File: src/rtl/valu_elem_sequencer.sv
// Issue stage for the vector FP ALU: walks a command's operand pairs through a registered
// operand stage (S1) into the combinational ALU and captures results in an output stage (S2).
module valu_elem_sequencer #(
  parameter int unsigned DATA_W = 32,
  parameter int unsigned OP_W   = 4,
  parameter int unsigned LEN_W  = 6
) (
  input  logic              clk,
  input  logic              rst_n,
  input  logic              cmd_valid,
  output logic              cmd_ready,
  input  logic [OP_W-1:0]   cmd_op,
  input  logic [LEN_W-1:0]  cmd_len,
  input  logic              in_valid,
  output logic              in_ready,
  input  logic [DATA_W-1:0] in_a,
  input  logic [DATA_W-1:0] in_b,
  output logic [DATA_W-1:0] alu_a_operand,
  output logic [DATA_W-1:0] alu_b_operand,
  output logic [OP_W-1:0]   alu_operation,
  input  logic [DATA_W-1:0] alu_result,
  input  logic              alu_exception,
  input  logic              alu_overflow,
  input  logic              alu_underflow,
  output logic              out_valid,
  input  logic              out_ready,
  output logic [DATA_W-1:0] out_result,
  output logic              out_exception,
  output logic              out_overflow,
  output logic              out_underflow,
  output logic [LEN_W-1:0]  out_idx,
  output logic              out_last,
  output logic              busy,
  output logic              done,
  output logic              sticky_exception,
  output logic              sticky_overflow,
  output logic              sticky_underflow
);

  typedef enum logic [1:0] {StIdle, StRun, StFinish} state_e;

  state_e             r_state, w_state_d;
  logic [OP_W-1:0]    r_op;
  logic [LEN_W-1:0]   r_len;
  logic [LEN_W-1:0]   r_issue_cnt;
  logic [LEN_W-1:0]   r_retire_cnt;
  logic [2:0]         r_sticky;

  logic               r_s1_valid;
  logic [DATA_W-1:0]  r_s1_a;
  logic [DATA_W-1:0]  r_s1_b;
  logic [OP_W-1:0]    r_s1_op;
  logic [LEN_W-1:0]   r_s1_idx;
  logic               r_s1_last;

  logic               r_s2_valid;
  logic [DATA_W-1:0]  r_s2_result;
  logic [2:0]         r_s2_flags;
  logic [LEN_W-1:0]   r_s2_idx;
  logic               r_s2_last;

  logic w_cmd_fire, w_in_fire, w_s2_adv, w_out_fire, w_final_retire, w_in_ready;

  assign w_cmd_fire     = cmd_valid & (r_state == StIdle);
  assign w_s2_adv       = r_s1_valid & (~r_s2_valid | out_ready);
  assign w_out_fire     = r_s2_valid & out_ready;
  assign w_in_ready     = (r_state == StRun) & (r_issue_cnt < r_len) & (~r_s1_valid | w_s2_adv);
  assign w_in_fire      = in_valid & w_in_ready;
  assign w_final_retire = w_out_fire & (r_retire_cnt == r_len - LEN_W'(1));

  always_comb begin
    w_state_d = r_state;
    unique case (r_state)
      StIdle:   if (cmd_valid) w_state_d = (cmd_len == '0) ? StFinish : StRun;
      StRun:    if (w_final_retire) w_state_d = StFinish;
      StFinish: w_state_d = StIdle;
      default:  w_state_d = StIdle;
    endcase
  end

  always_ff @(posedge clk or negedge rst_n) begin
    if (!rst_n) begin
      r_state      <= StIdle;
      r_op         <= '0;
      r_len        <= '0;
      r_issue_cnt  <= '0;
      r_retire_cnt <= '0;
      r_sticky     <= '0;
      r_s1_valid   <= 1'b0;
      r_s1_a       <= '0;
      r_s1_b       <= '0;
      r_s1_op      <= '0;
      r_s1_idx     <= '0;
      r_s1_last    <= 1'b0;
      r_s2_valid   <= 1'b0;
      r_s2_result  <= '0;
      r_s2_flags   <= '0;
      r_s2_idx     <= '0;
      r_s2_last    <= 1'b0;
    end else begin
      r_state <= w_state_d;

      if (w_cmd_fire) begin
        r_op         <= cmd_op;
        r_len        <= cmd_len;
        r_issue_cnt  <= '0;
        r_retire_cnt <= '0;
        r_sticky     <= '0;
      end

      if (w_in_fire) begin
        r_s1_a      <= in_a;
        r_s1_b      <= in_b;
        r_s1_op     <= r_op;
        r_s1_idx    <= r_issue_cnt;
        r_s1_last   <= (r_issue_cnt == r_len - LEN_W'(1));
        r_issue_cnt <= r_issue_cnt + LEN_W'(1);
      end

      // S1 refills on the same edge that S2 captures its previous occupant.
      if (w_in_fire) begin
        r_s1_valid <= 1'b1;
      end else if (w_s2_adv) begin
        r_s1_valid <= 1'b0;
      end

      if (w_s2_adv) begin
        r_s2_valid  <= 1'b1;
        r_s2_result <= alu_result;
        r_s2_flags  <= {alu_exception, alu_overflow, alu_underflow};
        r_s2_idx    <= r_s1_idx;
        r_s2_last   <= r_s1_last;
      end else if (w_out_fire) begin
        r_s2_valid <= 1'b0;
      end

      if (w_out_fire) begin
        r_retire_cnt <= r_retire_cnt + LEN_W'(1);
        r_sticky     <= r_sticky | r_s2_flags;
      end
    end
  end

  assign cmd_ready        = (r_state == StIdle);
  assign busy             = (r_state != StIdle);
  assign done             = (r_state == StFinish);
  assign in_ready         = w_in_ready;

  assign alu_a_operand    = r_s1_a;
  assign alu_b_operand    = r_s1_b;
  assign alu_operation    = r_s1_op;

  assign out_valid        = r_s2_valid;
  assign out_result       = r_s2_result;
  assign out_exception    = r_s2_flags[2];
  assign out_overflow     = r_s2_flags[1];
  assign out_underflow    = r_s2_flags[0];
  assign out_idx          = r_s2_idx;
  assign out_last         = r_s2_last;

  assign sticky_exception = r_sticky[2];
  assign sticky_overflow  = r_sticky[1];
  assign sticky_underflow = r_sticky[0];

endmodule

File: config.mk
export PLATFORM = sky130hd
export DESIGN_NAME = valu_elem_sequencer
export DESIGN_NICKNAME = d
export VERILOG_FILES = /design/src/rtl/valu_elem_sequencer.sv
export SDC_FILE = /design/constraint.sdc
export NUM_CORES = 1
export LEC_CHECK = 0
export BUFFER_PORTS_ARGS = -buffer_cell sky130_fd_sc_hd__clkbuf_2
export CORE_ASPECT_RATIO = 0.6
export CORE_UTILIZATION = 55
export CTS_BUF_LIST = sky130_fd_sc_hd__clkbuf_2
export DETAILED_ROUTE_END_ITERATION = 10
export GPL_TIMING_DRIVEN = 0
export PLACE_DENSITY = 0.88
export REMOVE_ABC_BUFFERS = 1
export SYNTH_ARGS = -nofsm -noshare
export SYNTH_HDL_FRONTEND = slang
export SYNTH_SLANG_ARGS = --single-unit
File: constraint.sdc
create_clock -name clk -period 3.3 [get_ports clk]
set_clock_uncertainty 0.05 [all_clocks]
set_input_delay 0.165 -clock clk [delete_from_list [all_inputs] [get_ports clk]]
set_output_delay 0.165 -clock clk [all_outputs]
set_load 0.005 [all_outputs]
==> impl_summary.txt <==
----------------------------------------------------
[Run status]
  Status ... completed

[Clock tree]
  Number of buffers inserted during clock tree synthesis ... 17
  Clock input transition at the sequential cells of the worst setup and hold paths ... 0.27 ns
  Number of sinks on the clock net ... 146
  Number of levels the H-tree was split into ... 4
  Number of instances resized during post-cts repair ... 0
  Clock Tree Buf Depth ... 2
  CTS tree ... yes
  Hold-fix buffers, CTS ... 115
  Clock tree root buffer cell ... sky130_fd_sc_hd__clkbuf_2
  Total setup buffers inserted after CTS ... 0
  Clock latency on the worst-skew pair ... 0.68 ns

[STA]
  Relative slew slack ... 34.1%
  Final hold violation count ... 0
  Count of pins over their slew limit ... 0
  Final clock period utilization by the worst path ... 92.4%
  Tightest hold margin ... 0.161 ns
  Post-layout worst setup margin ... 0.250 ns
  Unrepaired setup endpoints after global routing ... false
  Post-Route Setup TNS ... 0 ns
  Fin crit period ... 3.05 ns
  Number of failing setup endpoints in the final timing report ... 0
  Peak Freq ... 0.328 GHz
  Tightest Pin Transition ... 0.989 ns

[Finish]
  Combined area of the multi-input logic cells ... 0.00225 sq mm
  Area Growth Syn to Fin ... 43.9%
  Fill cell instance count of the final layout ... 554
  Core Util, Final ... 82.1%
  Final non-filler cell area ... 0.00872 sq mm
  Area taken by flip-flops and latches ... 0.00365 sq mm
  Final std cells w/o fill ... 933
  Total Nets Final ... 904
  Antenna cells ... 0
  Ratio of cells with drive above 1 in the final layout ... 47.7%

[Die]
  Vertical die dimension ... 83.3 microns
  Die area ... 0.0115 sq mm
  Initial Utilization ... 57.0%
  Ports ... 232
  Core area ... 0.0106 sq mm
  Placement Rows ... 29
  Die W ... 138 microns

[Drt]
  Final WL ... 16.2 mm
  DRT antenna net count ... 0
  Number of design-rule violations left by the first detailed-router iteration ... 153
  Avg Vias per Cell ... 5.13
  Wire per inst ... 17.3 microns
  Final routed DRC violation total ... 0
  Detailed-route via count ... 4785
  Number of iterations in the first detailed-routing pass ... 4

[Power and ir drop]
  Combinational share of power ... 41.0%
  Proportion of power drawn by flip-flops and latches ... 44.3%
  Static Leak ... 4.26 nW
  Relative contribution of the clock network to total power ... 14.7%
  PD cells ... 837 mW/mm^2
  Total net switching power ... 2.65 mW
  Total power of the final layout ... 7.30 mW
  Worst voltage drop across the vdd grid ... 0.000539 V
  Switching fraction of total power ... 36.3%
  Internal Dissipation ... 4.65 mW

[Yosys]
  Count of flip-flops with a built-in enable after synthesis ... 0
  Post-synth top area cell ... sky130_fd_sc_hd__dfrtp_1
  Total standard cell area after synthesis ... 0.00606 sq mm
  Top cells by area in the synthesized netlist ... sky130_fd_sc_hd__dfrtp_1, sky130_fd_sc_hd__mux2_2, sky130_fd_sc_hd__nand2_1
  Proportion of netlist area held by the largest area contributor ... 60.3%
  Warning count from the yosys run ... 0
  Distinct cell type count after synthesis ... 41
  Most numerous cell in the Yosys netlist ... sky130_fd_sc_hd__dfrtp_1
  Cells after synthesis ... 434
  Ranking of synthesized cells by instance count ... sky130_fd_sc_hd__dfrtp_1, sky130_fd_sc_hd__mux2_2, sky130_fd_sc_hd__nand2_1, sky130_fd_sc_hd__o21ai_0
  Prevailing post-synth register cell ... sky130_fd_sc_hd__dfrtp_1
  Syn Area/Cell ... 14.0 sq um
  Ys async rst share ... 100%
  Number of register bits inferred by synthesis ... 146
  Share of the yosys chip area belonging to registers ... 60.3%

[Critical path]
  Worst setup path class ... reg -> reg
  Largest fanout on the critical path ... 75
  Critical path arrival ... 3.58 ns
  Crit end category ... flip-flop
  Element type at the critical path start ... flip-flop
  Required time of the critical path ... 3.83 ns

[Flow run]
  Total of max-cap violations ... 0

[GRT]
  First-pass GRT wire length ... 25.7 mm
  Via count of the first global-routing pass ... 5085
  Pin count of the biggest net entering global routing ... 77
  Total gr overflow ... 0
  Initial antenna violation count ... 0
  Total track usage ... 30.1%

[Place]
  Setup slack at placement ... 0.266 ns
  Instance area after placement ... 0.00730 sq mm
  # placed instances ... 786
  Final estimated routing congestion in global placement ... 0.843
  DPL Wire Length ... 9.83 mm
  Number of port buffers ... 231

[Worst hold path]
  Class of the tightest hold or removal check ... in -> reg

----------------------------------------------------
==> final timing paths <==
path	from	endpoint	slack (ns)	cells past startpoint
max	r_len[3]$_DFFE_PN0P_	r_issue_cnt[3]$_DFFE_PN0P_	0.25	7
min	in_b[10]	alu_b_operand[10]$_DFFE_PN0P_	0.16	3
max reg2reg	r_len[3]$_DFFE_PN0P_	r_issue_cnt[3]$_DFFE_PN0P_	0.25	7
min reg2reg	r_state[1]$_DFFE_PN0P_	r_state[0]$_DFFE_PN0P_	0.44	1
max in group asynchronous	rst_n	out_idx[3]$_DFFE_PN0P_	2.27	4
min in group asynchronous	rst_n	r_issue_cnt[3]$_DFFE_PN0P_	0.36	3
==> per-layer routing <==
layer	GRT usage (%)	share of wire, %	up-vias
li1	-	-	2217
met1	36.2	41	2347
met2	51.9	51	189
met3	9.28	6.1	32
met4	8.69	2.0	0
met5	0	0	-
==> worst max-delay path, cell delays in order (launching register included) <==
cell and delay, ns:
sky130_fd_sc_hd__dfrtp_1 0.54, sky130_fd_sc_hd__inv_1 0.15, sky130_fd_sc_hd__ha_1 0.32, sky130_fd_sc_hd__a211o_1 0.29, sky130_fd_sc_hd__o211ai_1 0.13, sky130_fd_sc_hd__and3_4 0.88
sky130_fd_sc_hd__mux2_2 0.42, sky130_fd_sc_hd__a22o_1 0.17
==> flip-flops by register name (all words and copies together) (netlist names) <==
register       cells
alu_operation      4
alu_b_operand     32
out_valid          1
r_state            2
r_s1_last          1
r_op               4
r_s1_valid         1
r_issue_cnt        6
r_len              6
r_s1_idx           6
r_sticky           3
alu_a_operand     32
r_s2_flags         3
out_result        32
out_idx            6
r_retire_cnt       6
out_last           1
==> final cells by class <==
| type | count | area share (%) |
|---|---|---|
| clock buffer | 17 | 0.975 |
| clock inverter | 15 | 1.95 |
| tap | 139 | 1.99 |
| multi-input combinational | 260 | 25.7 |
| inverter | 9 | 0.387 |
| timing repair buffer | 347 | 27.1 |
| sequential | 146 | 41.9 |
==> logic make-up (layout without fill, tap and decap cells) <==
family / Yosys count / count (layout) / synth area share, %
multiplexers: 121 / 121 / 22.4
adder cells (fa/ha/maj): 9 / 9 / 1.86
XOR/XNOR: 16 / 16 / 2.31
AND/OR/NAND/NOR: 79 / 79 / 6.59
AO/OA/AOI/OAI: 35 / 35 / 3.74
flip-flops: 146 / 146 / 60.3
buffers and inverters: 28 / 388 / 2.79
==> layout by cell type (no fill, tap or decap), types with 2 or more instances in the layout <==
cell type and n:
sky130_fd_sc_hd__and3_1 3, sky130_fd_sc_hd__and2_1 2, sky130_fd_sc_hd__inv_8 2, sky130_fd_sc_hd__a21oi_1 2
sky130_fd_sc_hd__clkbuf_2 247, sky130_fd_sc_hd__dfrtp_1 146, sky130_fd_sc_hd__ha_1 9, sky130_fd_sc_hd__mux2_2 108
sky130_fd_sc_hd__buf_16 2, sky130_fd_sc_hd__xnor2_1 11, sky130_fd_sc_hd__nand3_1 11, sky130_fd_sc_hd__a211o_1 2
sky130_fd_sc_hd__inv_1 9, sky130_fd_sc_hd__nand2_1 36, sky130_fd_sc_hd__clkinvlp_4 3, sky130_fd_sc_hd__nor2_1 7
sky130_fd_sc_hd__o21ai_0 19, sky130_fd_sc_hd__mux2i_1 2, sky130_fd_sc_hd__a22o_1 5, sky130_fd_sc_hd__nor4_1 2
sky130_fd_sc_hd__dlygate4sd3_1 114, sky130_fd_sc_hd__mux2_1 11, sky130_fd_sc_hd__nor3_1 3, sky130_fd_sc_hd__bufinv_16 2
sky130_fd_sc_hd__inv_6 7, sky130_fd_sc_hd__xor2_1 5, sky130_fd_sc_hd__nand2b_1 4
==> power by group through the flow <==
stage / logic (mW) / registers (mW) / clock network (mW)
5_1_grt: 3.26 / 3.34 / 1.17
3_5_place_dp: 2.84 / 3.22 / 0
4_1_cts: 2.96 / 3.18 / 1.10
2_1_floorplan: 1.62 / 3.18 / 0
6_report: 2.99 / 3.24 / 1.07
3_3_place_gp: 2.74 / 3.15 / 0
No activity file was read; power rests on OpenSTA's default activity.
